### config.mk
export PLATFORM = sky130hd
export DESIGN_NAME = pipelined_mac
export DESIGN_NICKNAME = d
export VERILOG_FILES = /design/src/rtl/mac_pkg.sv /design/src/rtl/mac_acc_step.sv /design/src/rtl/pipelined_mac.sv
export SDC_FILE = /design/constraint.sdc
export NUM_CORES = 1
export LEC_CHECK = 0
export BUFFER_PORTS_ARGS = -buffer_cell sky130_fd_sc_hd__buf_4
export CAP_MARGIN = 20
export CORE_MARGIN = 3
export CORE_UTILIZATION = 50
export DETAILED_ROUTE_END_ITERATION = 7
export MAX_ROUTING_LAYER = met4
export PLACE_DENSITY = 0.68
export SLEW_MARGIN = 20
export SYNTH_ARGS = -nofsm -noshare
export SYNTH_HDL_FRONTEND = slang
export SYNTH_HIERARCHICAL = 1
export SYNTH_SLANG_ARGS = --single-unit
### constraint.sdc
create_clock -name clk -period 5.61 [get_ports clk]
set_input_delay 1.122 -clock clk [delete_from_list [all_inputs] [get_ports clk]]
set_output_delay 1.122 -clock clk [all_outputs]
set_load 0.01 [all_outputs]
### src/rtl/mac_pkg.sv
// Shared definitions for the pipelined multiply-accumulate engine.
// Build option: define MAC_SATURATE_EN to clamp each accumulation step on
// overflow instead of wrapping (see mac_acc_step).
package mac_pkg;

  // Default geometry of the engine
  localparam int MAC_WIDTH_A_DEF   = 5;
  localparam int MAC_WIDTH_B_DEF   = 7;
  localparam int MAC_ACC_WIDTH_DEF = 16;
  localparam int MAC_SIGNED_DEF    = 0;

  // Layout of the P-stage payload at the default geometry. The top module
  // carries the same fields, in the same order, sized to its own parameters.
  typedef struct packed {
    logic [MAC_ACC_WIDTH_DEF-1:0] prod;
    logic [MAC_ACC_WIDTH_DEF-1:0] c;
    logic                         first;
    logic                         last;
  } mac_p_stage_t;

  // Overflow of one addition step.
  // Unsigned: carry out of the accumulator width.
  // Signed: both addends share a sign and the wrapped sum has the other sign.
  function automatic logic mac_step_ovf(
    input logic is_signed,
    input logic a_msb,
    input logic b_msb,
    input logic sum_msb,
    input logic carry
  );
    logic r_ovf;
    if (is_signed) begin
      r_ovf = (a_msb == b_msb) && (sum_msb != a_msb);
    end else begin
      r_ovf = carry;
    end
    return r_ovf;
  endfunction

endpackage

### src/rtl/mac_acc_step.sv
// One accumulation step: i_a + i_b at ACC_WIDTH bits with overflow detect.
// With MAC_SATURATE_EN defined the sum clamps on overflow; otherwise it wraps.
module mac_acc_step
  import mac_pkg::*;
#(
  parameter int ACC_WIDTH = MAC_ACC_WIDTH_DEF,
  parameter int SIGNED    = MAC_SIGNED_DEF
) (
  input  logic [ACC_WIDTH-1:0] i_a,
  input  logic [ACC_WIDTH-1:0] i_b,
  output logic [ACC_WIDTH-1:0] o_sum,
  output logic                 o_ovf
);

  logic [ACC_WIDTH:0]   w_full;
  logic [ACC_WIDTH-1:0] w_wrap;
  logic                 w_ovf;

  // Raw sum with carry, and the overflow decision for this step
  always_comb begin
    w_full = {1'b0, i_a} + {1'b0, i_b};
    w_wrap = w_full[ACC_WIDTH-1:0];
    w_ovf  = mac_step_ovf(SIGNED != 0, i_a[ACC_WIDTH-1], i_b[ACC_WIDTH-1],
                          w_wrap[ACC_WIDTH-1], w_full[ACC_WIDTH]);
  end

`ifdef MAC_SATURATE_EN
  // Clamp on overflow; in signed mode both addends share the sign that picks the rail
  always_comb begin
    o_sum = w_wrap;
    if (w_ovf) begin
      if (SIGNED != 0) begin
        if (i_a[ACC_WIDTH-1]) begin
          o_sum = {1'b1, {(ACC_WIDTH-1){1'b0}}};
        end else begin
          o_sum = {1'b0, {(ACC_WIDTH-1){1'b1}}};
        end
      end else begin
        o_sum = {ACC_WIDTH{1'b1}};
      end
    end else begin
      o_sum = w_wrap;
    end
  end
`else
  // Wrap-around result modulo 2^ACC_WIDTH
  always_comb begin
    o_sum = w_wrap;
  end
`endif

  assign o_ovf = w_ovf;

endmodule

### src/rtl/pipelined_mac.sv
// Pipelined multiply-accumulate: frame result = C + sum(A*B).
// Stage P registers the product and frame controls, stage ACC accumulates and
// emits the result on the last beat. A full output register that downstream
// does not take freezes both stages (in_ready drops).
// Build option: MAC_SATURATE_EN selects clamping accumulation (mac_acc_step).
module pipelined_mac
  import mac_pkg::*;
#(
  parameter int WIDTH_A   = MAC_WIDTH_A_DEF,
  parameter int WIDTH_B   = MAC_WIDTH_B_DEF,
  parameter int ACC_WIDTH = MAC_ACC_WIDTH_DEF,  // must be >= WIDTH_A+WIDTH_B
  parameter int SIGNED    = MAC_SIGNED_DEF
) (
  input  logic                 clk,
  input  logic                 rst,
  input  logic                 in_valid,
  output logic                 in_ready,
  input  logic                 in_first,
  input  logic                 in_last,
  input  logic [WIDTH_A-1:0]   A,
  input  logic [WIDTH_B-1:0]   B,
  input  logic [ACC_WIDTH-1:0] C,
  output logic                 out_valid,
  input  logic                 out_ready,
  output logic [ACC_WIDTH-1:0] out,
  output logic                 out_ovf
);

  localparam int PW = WIDTH_A + WIDTH_B;

  // P-stage payload at this instance's accumulator width
  typedef struct packed {
    logic [ACC_WIDTH-1:0] prod;
    logic [ACC_WIDTH-1:0] c;
    logic                 first;
    logic                 last;
  } p_stage_t;

  logic [PW-1:0]        w_a_ext;
  logic [PW-1:0]        w_b_ext;
  logic [PW-1:0]        w_prod_n;
  logic [ACC_WIDTH-1:0] w_prod_ext;
  logic                 w_stall;
  logic                 w_accept;
  logic [ACC_WIDTH-1:0] w_base;
  logic [ACC_WIDTH-1:0] w_sum;
  logic                 w_step_ovf;
  logic                 w_ovf_total;

  p_stage_t             r_p;
  logic                 r_p_valid;
  logic [ACC_WIDTH-1:0] r_acc;
  logic                 r_ovf_acc;
  logic [ACC_WIDTH-1:0] r_out;
  logic                 r_out_ovf;
  logic                 r_out_valid;

  // A held result that downstream refuses freezes the whole pipeline
  assign w_stall  = r_out_valid && !out_ready;
  assign in_ready = !w_stall;
  assign w_accept = in_valid && in_ready;

  generate
    if (SIGNED != 0) begin : g_signed
      // Two's-complement product at PW bits, sign-extended to the accumulator
      always_comb begin
        w_a_ext    = {{(PW-WIDTH_A){A[WIDTH_A-1]}}, A};
        w_b_ext    = {{(PW-WIDTH_B){B[WIDTH_B-1]}}, B};
        w_prod_n   = w_a_ext * w_b_ext;
        w_prod_ext = ACC_WIDTH'($signed(w_prod_n));
      end
    end else begin : g_unsigned
      // Unsigned product at PW bits, zero-extended to the accumulator
      always_comb begin
        w_a_ext    = {{(PW-WIDTH_A){1'b0}}, A};
        w_b_ext    = {{(PW-WIDTH_B){1'b0}}, B};
        w_prod_n   = w_a_ext * w_b_ext;
        w_prod_ext = ACC_WIDTH'(w_prod_n);
      end
    end
  endgenerate

  // Stage P: capture product, bias and frame markers of each accepted beat
  always_ff @(posedge clk) begin
    if (rst) begin
      r_p.prod  <= {ACC_WIDTH{1'b0}};
      r_p.c     <= {ACC_WIDTH{1'b0}};
      r_p.first <= 1'b0;
      r_p.last  <= 1'b0;
      r_p_valid <= 1'b0;
    end else if (!w_stall) begin
      r_p_valid <= w_accept;
      if (w_accept) begin
        r_p.prod  <= w_prod_ext;
        r_p.c     <= C;
        r_p.first <= in_first;
        r_p.last  <= in_last;
      end
    end
  end

  // Frame start restarts from the bias and drops any partial overflow history
  always_comb begin
    w_base      = r_p.first ? r_p.c : r_acc;
    w_ovf_total = (r_p.first ? 1'b0 : r_ovf_acc) | w_step_ovf;
  end

  mac_acc_step #(
    .ACC_WIDTH (ACC_WIDTH),
    .SIGNED    (SIGNED)
  ) u_step (
    .i_a   (w_base),
    .i_b   (r_p.prod),
    .o_sum (w_sum),
    .o_ovf (w_step_ovf)
  );

  // Stage ACC: accumulate, and on the last beat publish the result and rearm
  always_ff @(posedge clk) begin
    if (rst) begin
      r_acc       <= {ACC_WIDTH{1'b0}};
      r_ovf_acc   <= 1'b0;
      r_out       <= {ACC_WIDTH{1'b0}};
      r_out_ovf   <= 1'b0;
      r_out_valid <= 1'b0;
    end else if (!w_stall) begin
      // Not stalled means any held result is being taken this cycle
      r_out_valid <= r_p_valid && r_p.last;
      if (r_p_valid) begin
        if (r_p.last) begin
          r_acc     <= {ACC_WIDTH{1'b0}};
          r_ovf_acc <= 1'b0;
          r_out     <= w_sum;
          r_out_ovf <= w_ovf_total;
        end else begin
          r_acc     <= w_sum;
          r_ovf_acc <= w_ovf_total;
        end
      end
    end
  end

  assign out_valid = r_out_valid;
  assign out       = r_out;
  assign out_ovf   = r_out_ovf;

endmodule

After elaboration in Yosys (flattened, before gate mapping)
Index checks and enable logic that the tools add are counted.
Widths: inputs -> output; s select.
- bits in registers: 66
- add/sub/neg operators: 1
- multiply operators: 1
- multiplexer cells: 4
- bitwise gates (word level): 2
- reductions and logical operators: 8
- operators by type and width (operator ; number):
    $mux 16 ; 2
    $add 16x12->17 ; 1
    $mul 5x7->12 ; 1
    $reduce_and 2->1 ; 2
    $logic_and 1x1->1 ; 3
    $reduce_and 3->1 ; 1
    $logic_not 1->1 ; 2
    $mux 1 ; 2
    $not 1->1 ; 1
    $or 1x1->1 ; 1

Logic depth before layout (Yosys ltp)
Gate-level depths: netlist of the first run.
- depth in word-level cells: 5
- gate-level depth with buffers: 12
- gate-level depth less buffers: 12

Hierarchy
The synthesis of the first run kept the hierarchy.
- by module, submodules not included (module ; times used ; cells an instance ; area an instance (um^2) ; seq. area each (um^2)):
    pipelined_mac ; 1 ; 447 ; 3738.6 ; 1321.3
    mac_acc_step ; 1 ; 97 ; 744.5 ; 0.0

Least setup slack after synthesis of the first run
OpenSTA, ideal clock, no wires.
- kind: input-to-reg
- start point: in B[2]
- end point: reg r_p[28] in the netlist's numbering
- library setup time: 63 ps
- arrival: 3982 ps
- required time: 5547 ps
- path slack: 1565 ps
- stages on the path: 11
- path buffers: 0
- cell sequence: and2_1 -> fa_1 -> fa_1 -> inv_1 -> fa_1 -> inv_1 -> ha_1 -> o21ai_0 -> o211a_1 -> nor4b_1 -> nand3b_1
- cells in the longest elaborated chain, start to end: 1
- RTL lines (element ; RTL line ; source):
    from (decl) ; pipelined_mac.sv:21 ; input logic [WIDTH_B-1:0] B,
    $mul 5x7->12 ; pipelined_mac.sv:77 ; w_prod_n = w_a_ext * w_b_ext;
    to (decl) ; pipelined_mac.sv:50 ; p_stage_t r_p;
No other way between the ends.
A chain may end at the register's enable or synchronous reset.

Worst setup path in the final report of the first run
- start point: in A[4]
- end point: reg r_p[25] in the netlist's numbering
- cells in the longest elaborated chain, start to end: 1
- RTL lines (element ; RTL line ; source):
    from (decl) ; pipelined_mac.sv:20 ; input logic [WIDTH_A-1:0] A,
    $mul 5x7->12 ; pipelined_mac.sv:77 ;
No other way between the ends.

==> results.sh, run 1 <==
export IMPL_status="finished clean"
export IMPL_drt_first_pass_iters=5
export IMPL_die_h_um=101
export IMPL_routed_wl_um=10800
export IMPL_totalNegativeSetupSlack_ns=0
export IMPL_grt_overflow=0
export IMPL_cts_sink_count=66
export IMPL_synth_area_um2=4480
export IMPL_start_util_pct=53.0
export IMPL_fin_nets=670
export IMPL_cts_hold_fix_buffers=0
export IMPL_drc=0
export IMPL_yosysSeqAreaShare_pct=29.5
export IMPL_post_route_cells_drive_above_1_share_pct=17.5
export IMPL_fin_worst_skew_ns=0.00649
export IMPL_yosys_area_top_type_share_pct=29.5
export IMPL_hpwl_reported_at_the_end_of_detailed_placement_um=7910
export IMPL_netlist_instances=544
export IMPL_routed_wire_length_per_instance_um=15.5
export IMPL_number_of_enable_flip_flop_cells_after_synthesis=0
export IMPL_vias_per_cell=5.65
export IMPL_ant_nets=0
export IMPL_maxSlewHeadroom_pct=49.4
export IMPL_grt_util_all_layers_pct=23.2
export IMPL_grt_pass1_vias=3836
export IMPL_synth_area_leader_cell="sky130_fd_sc_hd__dfxtp_1"
export IMPL_drtIter0Drc=126
export IMPL_timing_critical_path_required_ns=5.89
export IMPL_min_path_type="register to register"
export IMPL_mostFrequentLayoutCell="sky130_fd_sc_hd__nand2_1"
export IMPL_tritoncts_clock_tree="done"
export IMPL_cts_max_level=3
export IMPL_clock_latency_ns=0.34
export IMPL_core_um2=8460
export IMPL_setup_worst_path_end_class="register"
export IMPL_final_period_minus_worst_setup_slack_ns=4.03
export IMPL_leakage_power_figure_nw=2.25
export IMPL_clk_pin_slew_ns=0.07
export IMPL_synth_main_ff_cell="sky130_fd_sc_hd__dfxtp_1"
export IMPL_critical_path_class="input pin to register"
export IMPL_finalMaxSlewViolations=0
export IMPL_grt_pass1_wl_um=18500
export IMPL_synth_area_per_cell_um2=8.24
export IMPL_io_pins=53
export IMPL_maxCapViolations=0
export IMPL_initial_antenna_violation_count=0
export IMPL_layout_common_cells="sky130_fd_sc_hd__nand2_1, sky130_fd_sc_hd__a21oi_1, sky130_fd_sc_hd__dfxtp_1"
export IMPL_floorplan_rows=33
export IMPL_timing_critical_path_fanout_max=7
export IMPL_maxClockFrequency_mhz=248
export IMPL_finalPower_mw=1.33
export IMPL_vias=3922
export IMPL_synth_yosys_warnings=6
export IMPL_cts_repair_timing_setup_buffer_count=0
export IMPL_cts_max_path_buffers=2
export IMPL_worst_slew_pin_transition_ns=0.756
export IMPL_clock_root_buffer="sky130_fd_sc_hd__clkbuf_8"
export IMPL_worst_ep_arrival_time_ns=4.31
export IMPL_timing_final_hold_violations=0
export IMPL_worst_setup_path_start_kind="input pin"
export IMPL_pwr_dens_nw_per_um2=260
export IMPL_syn_to_final_growth_pct=14.2
export IMPL_irDropWorstVdd_uv=166
export IMPL_gpl_final_weighted_congestion=0.879
export IMPL_ys_ff_latch=66
export IMPL_fillers=786
export IMPL_maximum_number_of_pins_on_one_net_before_global_route_repair=71
export IMPL_setup_viol=0
export IMPL_chipWidth_um=101
export IMPL_port_buffer_count=52
export IMPL_grt_setup_unrepaired="no"
export IMPL_tritoncts_num_buffers=9
export IMPL_synth_async_sr_flop_share_pct=0
export IMPL_postCtsResizedCells=0
export IMPL_netlist_top_cells_area="sky130_fd_sc_hd__dfxtp_1, sky130_fd_sc_hd__ha_1, sky130_fd_sc_hd__nand2_1"
export IMPL_antennaDiodeCount=0
export IMPL_post_route_period_util_pct=71.8
export IMPL_die_area_um2=10100
export IMPL_synth_cell_types=58
where the power goes:
group | internal [mW] | switching, mW
logic | 0.164 | 0.241
registers | 0.498 | 0.0175
clock network | 0.229 | 0.183
critical path: stages:
cell and delay [ns]:
sky130_fd_sc_hd__buf_4 0.11, sky130_fd_sc_hd__nand2_1 0.08, sky130_fd_sc_hd__fa_1 0.51, sky130_fd_sc_hd__fa_1 0.52
sky130_fd_sc_hd__fa_1 0.54, sky130_fd_sc_hd__inv_1 0.04, sky130_fd_sc_hd__ha_1 0.26, sky130_fd_sc_hd__a211oi_2 0.36
sky130_fd_sc_hd__o21ai_1 0.16, sky130_fd_sc_hd__a2111oi_0 0.45, sky130_fd_sc_hd__nand4b_1 0.17
cell type report:
| cell class | count | area (um^2) | area share, % |
|---|---|---|---|
| Inverter | 25 | 93.8 | 1.83 |
| Timing Repair Buffer | 55 | 413 | 8.06 |
| Sequential cell | 66 | 1320 | 25.8 |
| Clock buffer | 12 | 155 | 3.03 |
| Tap cell | 105 | 131 | 2.57 |
| Multi-Input combinational cell | 427 | 2960 | 57.7 |
| Clock inverter | 4 | 50.0 | 0.978 |
final timing paths:
| check | start | cells past startpoint | slack (ns) | end |
|---|---|---|---|---|
| worst min register to register | r_acc[13]$_SDFFE_PP0P_ | 2 | 0.45 | r_acc[13]$_SDFFE_PP0P_ |
| worst max register to register | r_p[1]$_SDFFE_PP0P_ | 11 | 2.51 | r_acc[8]$_SDFFE_PP0P_ |
| worst max-delay path | A[4] | 11 | 1.58 | r_p[25]$_SDFFE_PP0P_ |
| worst min-delay path | r_acc[13]$_SDFFE_PP0P_ | 2 | 0.45 | r_acc[13]$_SDFFE_PP0P_ |
cell families (layout without fill, tap and decap cells):
logic type | count (synthesis) | in the layout | synth area share [%]
muxes | 16 | 16 | 4.02
and+or+nand+nor | 212 | 212 | 23.3
buffers and inverters | 54 | 96 | 4.88
other | 1 | 4 | 0.0836
DFF | 66 | 66 | 29.5
AOI/OAI and AO/OA | 129 | 129 | 18.3
xor gates and xnor gates | 14 | 14 | 2.74
adders and majority gates | 52 | 52 | 17.2
state kept, by name, indices dropped and copies added, names as in the netlist:
| name | flops |
|---|---|
| r_p | 30 |
| out | 16 |
| r_acc | 16 |
| out_ovf | 1 |
| out_valid | 1 |
| r_ovf_acc | 1 |
| r_p_valid | 1 |
per-stage QoR:
| step | hold slack, ns | cells | cell area (um^2) | worst slack, ns | util, % |
|---|---|---|---|---|---|
| 5_1_grt | 0.468 | 694 | 5120 | 1.41 | 60.5 |
| 3_5_place_dp | 0.444 | 678 | 4910 | 1.24 | 58.0 |
| 6_report | 0.450 | 694 | 5120 | 1.58 | 60.5 |
| 3_3_place_gp | 0.436 | 678 | 4910 | 1.31 | 58.0 |
| 4_1_cts | 0.454 | 694 | 5120 | 1.61 | 60.5 |
| 2_1_floorplan | 0.429 | 547 | 4490 | 1.56 | - |
synth_stat cells (all sizes together), types with 3 or more instances:
master / instances
and2: 23
nor2: 14
buf: 14
fa: 16
a211o: 4
ha: 36
nand2: 106
a211oi: 4
nand3b: 18
nand4: 7
nand4b: 3
a21oi: 75
a21o: 6
o21ai: 11
mux2: 16
inv: 24
o21a: 4
dfxtp: 66
o22ai: 5
xnor2: 8
o31ai: 3
nand3: 29
clkbuf: 15
o211ai: 5
xor2: 6
o2111ai: 3
metal layers:
metal  vias up  wire [um]  global-route usage, %
met2        93       5270                   37.4
met4         0        103                   6.11
li1       1975          -                      -
met3        10        397                   3.81
met5         -          0                      -
met1      1844       5010                   30.2
No activity file was read; power rests on OpenSTA's default activity.
==> run 2: changes to the inputs <==
Settings changed: PLACE_DENSITY 0.68 to 0.71.
Clock period 5.61 ns to 3.5 ns, I/O delays scaled along.
==> results.sh, run 2 (synthesis gave the netlist of run 1 again) <==
export IMPL_routed_wl_um=10500
export IMPL_worst_setup_path_start_kind="input pin"
export IMPL_ant_nets=0
export IMPL_globalRoute_busiestLayer="met2"
export IMPL_reg2reg_to="r_acc[12]$_SDFFE_PP0P_"
export IMPL_postPlaceCellArea_um2=5120
export IMPL_drtIter0Drc=202
export IMPL_floorplan_rows=33
export IMPL_cpLargestDelayFamily="adder cells"
export IMPL_grt_setup_unrepaired="no"
export IMPL_worst_slack_ns=0.140
export IMPL_timing_critical_path_required_ns=3.77
export IMPL_post_route_cells_drive_above_1_share_pct=21.1
export IMPL_totalNegativeSetupSlack_ns=0
export IMPL_post_route_period_util_pct=96.0
export IMPL_port_buffer_count=52
export IMPL_drt_first_pass_iters=5
export IMPL_cp_common_cell="sky130_fd_sc_hd__fa_1"
export IMPL_cts_hold_fix_buffers=0
export IMPL_tritoncts_clock_tree="done"
export IMPL_die_area_um2=10100
export IMPL_final_period_minus_worst_setup_slack_ns=3.36
export IMPL_vias_per_cell=5.54
export IMPL_vias=3970
export IMPL_gr_usage_met1_pct=30.8
export IMPL_status="finished clean"
export IMPL_cts_repair_timing_setup_buffer_count=0
export IMPL_grt_pass1_wl_um=17700
export IMPL_postCtsResizedCells=0
export IMPL_timing_critical_path_fanout_max=6
export IMPL_layout_common_cells="sky130_fd_sc_hd__nand2_1, sky130_fd_sc_hd__buf_4, sky130_fd_sc_hd__a21oi_1"
export IMPL_r2r_start="r_p[1]$_SDFFE_PP0P_"
export IMPL_die_h_um=101
export IMPL_critical_path_endpoint="r_p[29]$_SDFFE_PP0P_"
export IMPL_maxCapViolations=0
export IMPL_setup_worst_path_end_class="register"
export IMPL_worst_ep_arrival_time_ns=3.63
export IMPL_pwr_dens_nw_per_um2=432
export IMPL_syn_to_final_growth_pct=19.6
export IMPL_critPathMaxStageDelay_ns=0.55
export IMPL_path_cells="buf_4 > and2_1 > fa_1 > fa_1 > fa_1 > ha_4 > o21ai_4 > or4b_4 > a21bo_1 > o211ai_2"
export IMPL_number_of_flip_flops_under_the_largest_register_name=30
export IMPL_mostFrequentLayoutCell="sky130_fd_sc_hd__nand2_1"
export IMPL_reg2reg_depth=10
export IMPL_placed_cells=700
export IMPL_routed_wire_length_per_instance_um=14.7
export IMPL_crit_cells=10
export IMPL_grtUsageMet2_pct=32.6
export IMPL_start_util_pct=53.0
export IMPL_grt_util_all_layers_pct=22.1
export IMPL_fin_nets=692
export IMPL_chipWidth_um=101
export IMPL_grt_use_met3_pct=4.29
export IMPL_cts_max_level=3
export IMPL_core_um2=8460
export IMPL_cts_sink_count=66
export IMPL_min_path_type="register to register"
export IMPL_initial_antenna_violation_count=0
export IMPL_clock_latency_ns=0.34
export IMPL_setup_viol=0
export IMPL_max_flop_register="r_p"
export IMPL_finalMaxSlewViolations=0
export IMPL_maxClockFrequency_mhz=298
export IMPL_drc=0
export IMPL_cts_max_path_buffers=2
export IMPL_fin_worst_skew_ns=0.00928
export IMPL_worst_slew_pin_transition_ns=0.752
export IMPL_tritoncts_num_buffers=9
export IMPL_instances_no_fill=716
export IMPL_critical_path_class="input pin to register"
export IMPL_path_buf_inv=1
export IMPL_layout_cell_area_non_filler_um2=5360
export IMPL_io_pins=53
export IMPL_fillers=739
export IMPL_leakage_power_figure_nw=2.37
export IMPL_maximum_number_of_pins_on_one_net_before_global_route_repair=71
export IMPL_grt_pass1_vias=3787
export IMPL_maxSlewHeadroom_pct=49.9
export IMPL_gpl_final_weighted_congestion=0.927
export IMPL_place_ws_ns=-0.200
export IMPL_antennaDiodeCount=0
export IMPL_clk_pin_slew_ns=0.07
export IMPL_timing_final_hold_violations=0
export IMPL_irDropWorstVdd_uv=215
export IMPL_clock_root_buffer="sky130_fd_sc_hd__clkbuf_8"
export IMPL_hpwl_reported_at_the_end_of_detailed_placement_um=7890
export IMPL_r2r_slack_ns=0.55
export IMPL_grt_overflow=0
export IMPL_crit_start="A[2]"
export IMPL_critical_path_slowest_cell="sky130_fd_sc_hd__fa_1"
-- run 2: cell types whose count changed in the layout (fill, tap and decap cells not counted), sizes merged --
cell,previous run,this run
bufinv,1,2
clkinvlp,2,1
buf,55,77
-- run 2: how the worst min path moves through the flow --
stage | from | to | slack [ns] | cells past startpoint
3_3_place_gp | r_acc[5]$_SDFFE_PP0P_ | r_acc[5]$_SDFFE_PP0P_ | 0.44 | 2
4_1_cts | r_acc[11]$_SDFFE_PP0P_ | r_acc[11]$_SDFFE_PP0P_ | 0.45 | 2
6_report | r_acc[7]$_SDFFE_PP0P_ | r_acc[7]$_SDFFE_PP0P_ | 0.45 | 2
2_1_floorplan | r_acc[0]$_SDFFE_PP0P_ | r_acc[0]$_SDFFE_PP0P_ | 0.43 | 2
3_5_place_dp | r_p[6]$_SDFFE_PP0P_ | r_p[6]$_SDFFE_PP0P_ | 0.45 | 2
5_1_grt | r_acc[11]$_SDFFE_PP0P_ | r_acc[11]$_SDFFE_PP0P_ | 0.47 | 2
-- run 2: layer usage --
layer  part of all wire, %  vias up
met5                     0        -
met4                   1.6        0
met3                   5.0       18
met2                    46      119
met1                    47     1818
li1                      -     2015
-- run 2: worst reg2reg max path, cell delays in order (launching register included) --
cell and delay (ns):
sky130_fd_sc_hd__dfxtp_1 0.36, sky130_fd_sc_hd__buf_4 0.28, sky130_fd_sc_hd__mux2_2 0.41, sky130_fd_sc_hd__fa_1 0.48, sky130_fd_sc_hd__a21o_4 0.25, sky130_fd_sc_hd__a311oi_2 0.34
sky130_fd_sc_hd__o31ai_2 0.13, sky130_fd_sc_hd__a21oi_2 0.20, sky130_fd_sc_hd__xnor2_1 0.16, sky130_fd_sc_hd__nand3b_1 0.10, sky130_fd_sc_hd__a21oi_1 0.16
-- run 2: cell type report --
type,instances,area (um^2),area share (%)
multi-input combinational,427,3000,55.9
inverter,25,93.8,1.75
tap,105,131,2.45
clock buffer,12,165,3.08
sequential,66,1320,24.6
clock inverter,4,72.6,1.35
timing repair buffer,77,578,10.8
-- run 2: power by group --
part / total [mW] / internal (mW) / switching [mW]
Sequential: 0.827 / 0.798 / 0.0289
Clock: 0.738 / 0.458 / 0.280
Combinational: 0.749 / 0.346 / 0.403
-- run 2: metrics by stage --
step,power (mW),utilization (%),hold slack [ns]
3_5_place_dp,1.58,60.5,0.445
5_1_grt,2.46,63.3,0.472
2_1_floorplan,1.35,-,0.429
3_3_place_gp,1.57,60.5,0.436
6_report,2.31,63.3,0.450
4_1_cts,2.33,63.3,0.454
